File: config.mk
export PLATFORM = sky130hd
export DESIGN_NAME = fetch_queue
export DESIGN_NICKNAME = d
export VERILOG_FILES = /design/src/rtl/fetch_queue.sv
export SDC_FILE = /design/constraint.sdc
export NUM_CORES = 1
export LEC_CHECK = 0
export CAP_MARGIN = 10
export CORE_MARGIN = 1.5
export CORE_UTILIZATION = 50
export CTS_CLUSTER_SIZE = 16
export DETAILED_ROUTE_END_ITERATION = 10
export PLACE_DENSITY = 0.75
export SLEW_MARGIN = 10
export SYNTH_ARGS = -nofsm -noshare
export SYNTH_HDL_FRONTEND = slang
export SYNTH_SLANG_ARGS = --single-unit
File: constraint.sdc
create_clock -name clk -period 4.4 [get_ports clk]
set_clock_uncertainty 0.05 [all_clocks]
set_input_delay 0.66 -clock clk [delete_from_list [all_inputs] [get_ports clk]]
set_output_delay 0.66 -clock clk [all_outputs]
set_load 0.005 [all_outputs]
File: src/rtl/fetch_queue.sv
// Instruction queue between fetch and decode: DEPTH-entry circular buffer of {pc, instr}
// with a valid/ready handshake on each side and a single-cycle flush.
module fetch_queue #(
   parameter int DEPTH = 4
) (
   input  logic                       clk,
   input  logic                       reset,
   input  logic                       flush,
   input  logic [31:0]                instr_in,
   input  logic [31:0]                pc_in,
   input  logic                       valid_in,
   output logic                       ready_in,
   output logic [31:0]                instr,
   output logic [31:0]                pc_out,
   output logic                       valid_out,
   input  logic                       ready_out,
   output logic [$clog2(DEPTH+1)-1:0] count
);

   localparam int PW = $clog2(DEPTH);
   localparam int CW = $clog2(DEPTH + 1);
   localparam logic [CW-1:0] FULL_CNT = CW'(DEPTH);

   logic [63:0]   slot_q [DEPTH];
   logic [PW-1:0] hptr_q, hptr_d;
   logic [PW-1:0] tptr_q, tptr_d;
   logic [CW-1:0] count_q, count_d;
   logic          push, pop;
   logic [63:0]   head;

   // Outputs depend only on registered state and reset/flush, never on valid_in/ready_out.
   assign ready_in  = !reset && !flush && (count_q < FULL_CNT);
   assign valid_out = !reset && !flush && (count_q != '0);
   assign push      = valid_in && ready_in;
   assign pop       = valid_out && ready_out;

   assign head   = slot_q[hptr_q];
   assign instr  = valid_out ? head[31:0]  : 32'h0;
   assign pc_out = valid_out ? head[63:32] : 32'h0;
   assign count  = count_q;

   always_comb begin
      hptr_d  = hptr_q;
      tptr_d  = tptr_q;
      count_d = count_q;
      if (push) tptr_d = tptr_q + PW'(1);
      if (pop)  hptr_d = hptr_q + PW'(1);
      case ({push, pop})
         2'b10:   count_d = count_q + CW'(1);
         2'b01:   count_d = count_q - CW'(1);
         default: count_d = count_q;
      endcase
      if (flush) begin
         hptr_d  = '0;
         tptr_d  = '0;
         count_d = '0;
      end
   end

   always_ff @(posedge clk) begin
      if (reset) begin
         hptr_q  <= '0;
         tptr_q  <= '0;
         count_q <= '0;
         for (int i = 0; i < DEPTH; i++) slot_q[i] <= '0;
      end else begin
         hptr_q  <= hptr_d;
         tptr_q  <= tptr_d;
         count_q <= count_d;
         if (push) slot_q[tptr_q] <= {pc_in, instr_in};
      end
   end

endmodule

==> impl_metrics.tcl <==
set metrics [dict create \
    syn_inst 741 \
    drc 0 \
    power_leakage_nw 5.02 \
    fmaxAchievable_mhz 244 \
    peakVddDrop_mv 0.248 \
    crit_required_ps 3690 \
    grt_pass1_vias 6419 \
    clock_latency_ps 510 \
    grt_start_max_net_pins 66 \
    period_needed_ps 4100 \
    clockPowerShare_pct 42.9 \
    wl_per_cell_um 19.6 \
    cts_inserted_buffers 27 \
    comb_power_share_pct 5.0 \
    drt.antenna.violating_nets 0 \
    cts.sinks 265 \
    pre_cts_slack_ps 287 \
    outcome "complete, no violations" \
    avgSynthCellArea_um2 16.0 \
    crit_type "in -> out" \
    end_kind "primary output" \
    layout-drive-gt1-share_pct 14.6 \
    worst_pin_slew_ps 1040 \
    arrival_ps 3390 \
    nets 940 \
    design.die.area_um2 24600 \
    grt_pass1_wl_um 36700 \
    fp-row-count 56 \
    yosys_warnings 0 \
    place_congestion 0.750 \
    areaGrowthSynthToFinish_pct 22.4 \
    switching_share_pct 19.5 \
    ios 138 \
    cellPowerDensity_nw_per_um2 385 \
    hold_viol 0 \
    setup_tns_ps 0 \
    cts_resized 0 \
    num_antenna_cells 0 \
    setup_viol 0 \
    drv_cap 0 \
    synthTopCellsByCount "and2_1 (256), edfxtp_1 (256), mux4_2 (64), nor2b_1 (64), clkbuf_1 (24)" \
    hold_slack_ps 484 \
    async_flop_share_pct 0 \
    holdBufCountCts 0 \
    p_sw_mw 1.09 \
    totalWireLength_um 23700 \
    internal_power_mw 4.50 \
    clockBufferDepth 3 \
    rsz0062_at_grt "false" \
    ys_seq_area_share_pct 66.4 \
    drv_slew 0 \
    synth_top_area_share_pct 64.9 \
    ys_ff_latch 265 \
    antenna_found_initial 1 \
    ys.flop_type "edfxtp_1" \
    synth.net_count 812 \
    clkTransAtPathRegs_ps 60 \
    cts_tree "done" \
    synth_edf_count 256 \
    slew_headroom_pct 31.0 \
    hold_path.class "reg -> reg" \
    via_count 6311 \
    yosys.area.top_type "edfxtp_1" \
    core_um2 23300 \
    port_buffers 137 \
    cts_setup_buffers 0 \
    crit_fanout 43 \
    grt_usage_pct 20.0 \
    start_util_pct 50.8 \
    cts_root_buf "clkbuf_16" \
    seqPwrFrac_pct 52.0 \
    period_share_pct 93.1 \
    synth_cell_type_count 29 \
    vias_per_cell 5.22 \
    grt_remaining_overflow 0 \
    synth_area_um2 11800 \
    first_pass_iters 6 \
    drt_iter0_drc 386 \
    htreeDepth 1 \
    hpwl_um 12500 \
    dieHeight_um 157 \
    power_mw 5.59 \
    synthTopCellsByArea "edfxtp_1 (65%), and2_1 (14%), mux4_2 (12%)" \
    die_x_um 157 \
    setup_ws_ps 302 \
    crit_path_start_kind "primary input" \
]
## metal layers
layer / GRT usage, % / wire [µm] / up-vias
li1: - / - / 2939
met5: 0 / 13 / -
met3: 2.75 / 1090 / 33
met2: 32.7 / 11700 / 159
met1: 28.6 / 10500 / 3178
met4: 4.63 / 349 / 2
## cells by family (layout without fill, tap and decap cells)
logic type      Yosys count  after routing  synth area share [%]
compound gates            6              6                 0.327
xor+xnor                  6              6                 0.444
fa+ha+maj                 2              2                 0.275
buf+inv                  55            203                  2.19
flops                   265            265                  66.4
mux                      64             64                  12.2
simple gates            343            343                  18.2
## stage by stage
| stage | utilization (%) | std cells | instance area, µm² |
|---|---|---|---|
| 2_1_floorplan | - | 741 | 11800 |
| 3_3_place_gp | 58.1 | 1159 | 13600 |
| 3_5_place_dp | 58.1 | 1159 | 13600 |
| 4_1_cts | 62.1 | 1208 | 14500 |
| 5_1_grt | 62.1 | 1208 | 14500 |
| 6_report | 62.1 | 1208 | 14500 |
## sequential cells by signal, indices dropped and copies added (netlist names), named ones only
| name | count |
|---|---|
| slot_q | 256 |
| count | 3 |
| hptr_q | 2 |
| tptr_q | 2 |
## placed cells by master, fill, tap and decap left out, drive strengths merged, types with 2 or more instances in the layout
cell           Yosys  final
a21oi              2      2
nor2              10     10
inv                5      6
clkinv             0     12
or2                5      5
bufinv             0      6
edfxtp           256    256
mux4              64     64
buf               15     12
nor3b              2      2
xor2               5      5
clkbuf            35     29
dfxtp              9      9
clkdlybuf4s50      0    137
and2             256    256
nor3               2      2
nor2b             64     64
## critical path, cell delays in order
cell             delay, ps
clkdlybuf4s50_1        530
or2_2                  440
or2_2                  680
buf_4                  380
nor2b_1                160
clkdlybuf4s50_1        510
## layout make-up
cell class,instances,area [µm²]
inverter,5,18.8
sequential,265,7880
multi-input combinational,421,3760
clock buffer,29,683
fill,1728,8830
tap,319,399
timing repair buffer,149,1510
clock inverter,20,253
## worst paths after layout
check,startpoint,end,slack (ps),cells after the start
setup / recovery,reset,pc_out[24],300,6
hold / removal,hptr_q[1],hptr_q[1],480,2
setup reg to reg,count[2],slot_q[1][63],2070,5
hold reg to reg,hptr_q[1],hptr_q[1],480,2
## power by group through the flow
stage,Clock (mW),Combinational (mW),Sequential [mW]
2_1_floorplan,0,0.139,2.95
3_3_place_gp,0,0.285,2.95
3_5_place_dp,0,0.286,2.96
4_1_cts,2.44,0.287,2.91
5_1_grt,2.54,0.305,2.92
6_report,2.40,0.282,2.91
Power figures use the tool's default switching activity.
